<file path="config.mk">
export PLATFORM = sky130hd
export DESIGN_NAME = id_ex_stage
export DESIGN_NICKNAME = d
export VERILOG_FILES = /design/src/rtl/id_ex_stage.sv
export SDC_FILE = /design/constraint.sdc
export NUM_CORES = 1
export LEC_CHECK = 0
export CAP_MARGIN = 20
export CORE_MARGIN = 2
export CORE_UTILIZATION = 38
export CTS_CLUSTER_SIZE = 40
export DETAILED_ROUTE_END_ITERATION = 12
export PLACE_DENSITY = 0.74
export SYNTH_ARGS = -nofsm -noshare
export SYNTH_HDL_FRONTEND = slang
export SYNTH_SLANG_ARGS = --single-unit
</file>
<file path="constraint.sdc">
create_clock -name clk -period 1.9 [get_ports clk]
set_clock_uncertainty 0.1 [all_clocks]
set_input_delay 0.38 -clock clk [delete_from_list [all_inputs] [get_ports clk]]
set_output_delay 0.38 -clock clk [all_outputs]
set_load 0.1 [all_outputs]
</file>
<file path="src/rtl/id_ex_stage.sv">
// -----------------------------------------------------------------------------
// id_ex_stage -- ID/EX pipeline register with load-use hazard detection.
//
// Captures the control bundles (WB/M/EX), the register-file operands, the
// immediate and the register specifiers from ID and presents them to EX one
// cycle later. A bubble (all control zero, Valid_out=0, datapath zero) is
// loaded on a taken branch/jump (Flush) or on a load-use hazard. Hold freezes
// every register, including the bubble counter.
//
// Build option:
//   LOAD_USE_STALL_EN  defined   -> load-use detection active, Stall driven.
//                      undefined -> LoadHaz=0, Stall tied to 0; only Flush
//                                   inserts bubbles.
//
// Parameters:
//   CNT_W        width of the saturating BubbleCount.
//
// Ports:
//   clk, rst_n                   clock (rising edge), async active-low reset
//   Hold                         freeze all state (memory wait)
//   Flush                        squash the instruction being captured
//   WB_in/M_in/EX_in             control bundles from Control
//   RsData_in/RtData_in/Imm_in   operands and sign-extended immediate
//   Rs_in/Rt_in/Rd_in            register specifiers from ID
//   *_out                        registered copies of the above
//   Valid_out                    stage holds a real instruction
//   Stall                        load-use hazard; PC and IF/ID must not advance
//   BubbleCount                  saturating count of inserted bubbles
// -----------------------------------------------------------------------------
module id_ex_stage #(
  parameter int unsigned CNT_W = 16
) (
  input  logic             clk,
  input  logic             rst_n,
  input  logic             Hold,
  input  logic             Flush,
  input  logic [1:0]       WB_in,
  input  logic [3:0]       M_in,
  input  logic [7:0]       EX_in,
  input  logic [31:0]      RsData_in,
  input  logic [31:0]      RtData_in,
  input  logic [31:0]      Imm_in,
  input  logic [4:0]       Rs_in,
  input  logic [4:0]       Rt_in,
  input  logic [4:0]       Rd_in,
  output logic [1:0]       WB_out,
  output logic [3:0]       M_out,
  output logic [7:0]       EX_out,
  output logic [31:0]      RsData_out,
  output logic [31:0]      RtData_out,
  output logic [31:0]      Imm_out,
  output logic [4:0]       Rs_out,
  output logic [4:0]       Rt_out,
  output logic [4:0]       Rd_out,
  output logic             Valid_out,
  output logic             Stall,
  output logic [CNT_W-1:0] BubbleCount
);

  localparam logic [CNT_W-1:0] CNT_ONE = CNT_W'(1);

  logic [1:0]       r_wb;
  logic [3:0]       r_m;
  logic [7:0]       r_ex;
  logic [31:0]      r_rs_data;
  logic [31:0]      r_rt_data;
  logic [31:0]      r_imm;
  logic [4:0]       r_rs;
  logic [4:0]       r_rt;
  logic [4:0]       r_rd;
  logic             r_valid;
  logic [CNT_W-1:0] r_bubble_cnt;

  logic             w_load_haz;
  logic             w_load_bubble;

`ifdef LOAD_USE_STALL_EN
  // A load is recognised by MemtoReg+RegWrite: MemRead=00 also encodes a
  // halfword access, so it cannot distinguish loads. $zero never stalls.
  assign w_load_haz = r_valid & r_wb[1] & r_wb[0] & (r_rt != 5'd0) &
                      ((r_rt == Rs_in) | (r_rt == Rt_in));
`else
  assign w_load_haz = 1'b0;
`endif

  assign Stall         = w_load_haz & ~Flush & ~Hold;
  // Flush and a hazard together still produce a single bubble.
  assign w_load_bubble = Flush | w_load_haz;

  always_ff @(posedge clk or negedge rst_n) begin
    if (!rst_n) begin
      r_wb         <= '0;
      r_m          <= '0;
      r_ex         <= '0;
      r_rs_data    <= '0;
      r_rt_data    <= '0;
      r_imm        <= '0;
      r_rs         <= '0;
      r_rt         <= '0;
      r_rd         <= '0;
      r_valid      <= 1'b0;
      r_bubble_cnt <= '0;
    end else if (Hold) begin
      // Freeze everything; a Flush arriving now is dropped and re-presented.
    end else if (w_load_bubble) begin
      r_wb      <= '0;
      r_m       <= '0;
      r_ex      <= '0;
      r_rs_data <= '0;
      r_rt_data <= '0;
      r_imm     <= '0;
      r_rs      <= '0;
      r_rt      <= '0;
      r_rd      <= '0;
      r_valid   <= 1'b0;
      if (r_bubble_cnt != '1) begin
        r_bubble_cnt <= r_bubble_cnt + CNT_ONE;
      end
    end else begin
      r_wb      <= WB_in;
      r_m       <= M_in;
      r_ex      <= EX_in;
      r_rs_data <= RsData_in;
      r_rt_data <= RtData_in;
      r_imm     <= Imm_in;
      r_rs      <= Rs_in;
      r_rt      <= Rt_in;
      r_rd      <= Rd_in;
      r_valid   <= 1'b1;
    end
  end

  assign WB_out      = r_wb;
  assign M_out       = r_m;
  assign EX_out      = r_ex;
  assign RsData_out  = r_rs_data;
  assign RtData_out  = r_rt_data;
  assign Imm_out     = r_imm;
  assign Rs_out      = r_rs;
  assign Rt_out      = r_rt;
  assign Rd_out      = r_rd;
  assign Valid_out   = r_valid;
  assign BubbleCount = r_bubble_cnt;

endmodule

</file>
==> results.toml <==
[placement]
place_area_um2 = 10400
dp.cells = 1050
io_buffers = 270
hpwl_mm = 12.64
place.gp.congestion = 0.8318

[flow_run]
maxCapViolCount = 0

[floorplan]
initial_core_util_pct = 38.99
die_area_um2 = 16670
core_um2 = 15260
die_x_um = 129.1
die_h_um = 129.1
ios = 272
num_rows = 45

[global_route]
grt_max_degree = 137
grt_pass1_wl_mm = 28.31
grt.total_usage_pct = 21.99
antenna_found_initial = 0
grt-ovfl-total = 0
grt_pass1_vias = 5391

[cts]
cts_tree = "done"
cts.sinks = 142
htreeDepth = 4
cts.clk_slew.worst_paths_ns = 0.06
cts-buffers-inserted = 17
cts_root_buffer = "clkbuf_16"
cts_resized = 0
clock_latency_ns = 0.42
clock_path_buffers = 2

[synth]
ys_top_cells_by_area = "dfrtp_1 (60%), nand2b_1 (12%), o21ai_0 (9.8%), nand2_1 (7.7%), clkbuf_1 (2.0%)"
yosysWarningCount = 0
postSynthCellCount = 596
synth_top_area_share_pct = 59.73
ys_types = 27
synth_edf_count = 0
ys_seq_area_share_pct = 59.73
synthArstFlopShare_pct = 100.0
syn_area_um2 = 5949
synth_area_per_cell_um2 = 9.982
synth.net_count = 726
yosysTopAreaCell = "dfrtp_1"
ys.flop_type = "dfrtp_1"
ys_ff_latch = 142

[detailed_routing]
vias_per_cell = 4.764
num_vias = 5164
wl_per_cell_um = 16.49
dr.pass1.iters = 6
drtIter0Drc = 236
antenna_left = 0
drc = 0
wl_mm = 17.88

[sta]
rsz0062_at_grt = "false"
fin_crit_sh_pct = 98.08
tightest_slew_ns = 0.5366
layout_min_cycle_time_ns = 1.863
setup_violations = 0
fmax_mhz = 536.6
drv_slew = 0
finalHoldWorstSlack_ns = 0.3541
tns_ns = 0
finalHoldViolCount = 0
maxSlewHeadroom_pct = 64.22

[setup_path]
path_cells = "nand4_1 > or4_4 > and3_4 > xor2_1"
critPathKind = "register to register"
worst_r2r_path_depth = 4
r2r_start = "BubbleCount[14]"
worst_setup_path_end_kind = "register"
arrival_ns = 2.06
cp_max_fo = 4
reg2reg_slack_ns = 0.04
worstPathRequired_ns = 2.10
regToRegEndpoint = "BubbleCount[2]"
cp_slowest_cell = "or4_4"
start_kind = "register"
cpPeakStageDelay_ns = 0.63

[pwr]
p_int_mw = 7.286
ir_worst_vdd_mv = 0.5692
swShare_pct = 36.28
clockPowerShare_pct = 32.5
share_comb_of_total_power_pct = 35.1
powerDensity_nw_per_um2 = 1031
p_total_mw = 11.43
p_sw_mw = 4.149
seq_power_share_pct = 32.4
p_leak_nw = 4.785

[finish]
layout.cells.non_filler = 1084
layout.nets = 990
layout_common_cells = "buf_12 (146), dfrtp_1 (126), clkdlybuf4s50_1 (125)"
drive_gt1_share_pct = 24.63
antenna_cells = 0
design_area_um2 = 11090
synthToLayoutAreaGrowth_pct = 86.33
final_common_cell = "buf_12"

[outcome]
status = "complete, no violations"

[min_path]
min_path_type = "primary input to asynchronous set/reset pin"
[layout make-up]
type                    instances  area (um2)
multi-input cells             413        2253
fillers                      1047        4173
clock inverters                 9       180.2
flip-flops and latches        142        3606
repair buffers                286        4294
well taps                     211       264.0
clock buffers                  23       488.0
[metrics by stage]
step	setup slack [ns]	util (%)
floorplan	-0.07700	-
global placement	0.1237	68.16
detailed placement	0.1049	68.16
CTS	0.05812	72.60
global route	0.02089	72.65
finish	0.03651	72.65
[cell usage after synthesis, drive strengths merged, types with 2 or more instances]
cell type,number
nor2,8
nand2,122
nand4,7
clkbuf,32
xor2,9
xnor2,6
dfrtp,142
nand3,3
and3,3
buf,9
a22o,9
nor3,2
nand2b,116
o21ai,116
and4,4
[power by group through the flow]
stage                     clock network (mW)  logic [mW]  registers [mW]
after detailed placement                   0        4.03            3.75
after floorplan                            0       0.421            5.52
final                                   3.72        4.02            3.70
after CTS                               3.79        4.05            3.70
after global placement                     0        3.98            3.73
after global routing                    3.94        4.15            3.74
[state kept, by name, summed over array words and instances, names as in the netlist, 4 cells and up]
register / count
Imm_out: 32
RsData_out: 32
RtData_out: 32
BubbleCount: 16
EX_out: 8
Rd_out: 5
Rs_out: 5
Rt_out: 5
M_out: 4
[worst max-delay path: cells and delay by family (launching register included)]
kind | cells | cell delay [ns]
simple gates | 3 | 1.06
xor+xnor | 1 | 0.13
flops | 1 | 0.45
[what timing repair did]
item	in CTS	in global routing
hold buffers	1	0
setup endpoints to repair	0	2
hold endpoints to repair	34	0
setup buffers	0	1
[cells by family after synthesis]
| family | Yosys count | share of synthesized area, % |
|---|---|---|
| flip-flops | 142 | 59.73 |
| AND/OR/NAND/NOR | 267 | 23.03 |
| buffers and inverters | 41 | 2.692 |
| adder cells (fa/ha/maj) | 1 | 0.2103 |
| other | 1 | 0.06303 |
| XOR/XNOR | 15 | 2.208 |
| AO/OA/AOI/OAI | 128 | 11.82 |
| multiplexers | 1 | 0.2523 |
[metal layers]
metal,wire length (um),global-route usage [%],up-vias
met5,0,0,-
met4,401,8.760,0
met3,1472,8.382,29
met2,9279,37.99,205
met1,6721,24.52,2458
li1,-,-,2472
[how the worst max path moves through the flow]
stage                    startpoint        endpoint  slack (ns)  depth (start not counted)
finish              BubbleCount[14]  BubbleCount[2]        0.04                          4
global route        BubbleCount[14]  BubbleCount[2]        0.02                          4
CTS                 BubbleCount[13]  BubbleCount[1]        0.06                          4
detailed placement  BubbleCount[13]  BubbleCount[2]        0.10                          4
global placement    BubbleCount[13]  BubbleCount[2]        0.12                          4
floorplan           BubbleCount[14]  BubbleCount[2]       -0.08                          4
Note: power is estimated with default switching activity, not from simulation.
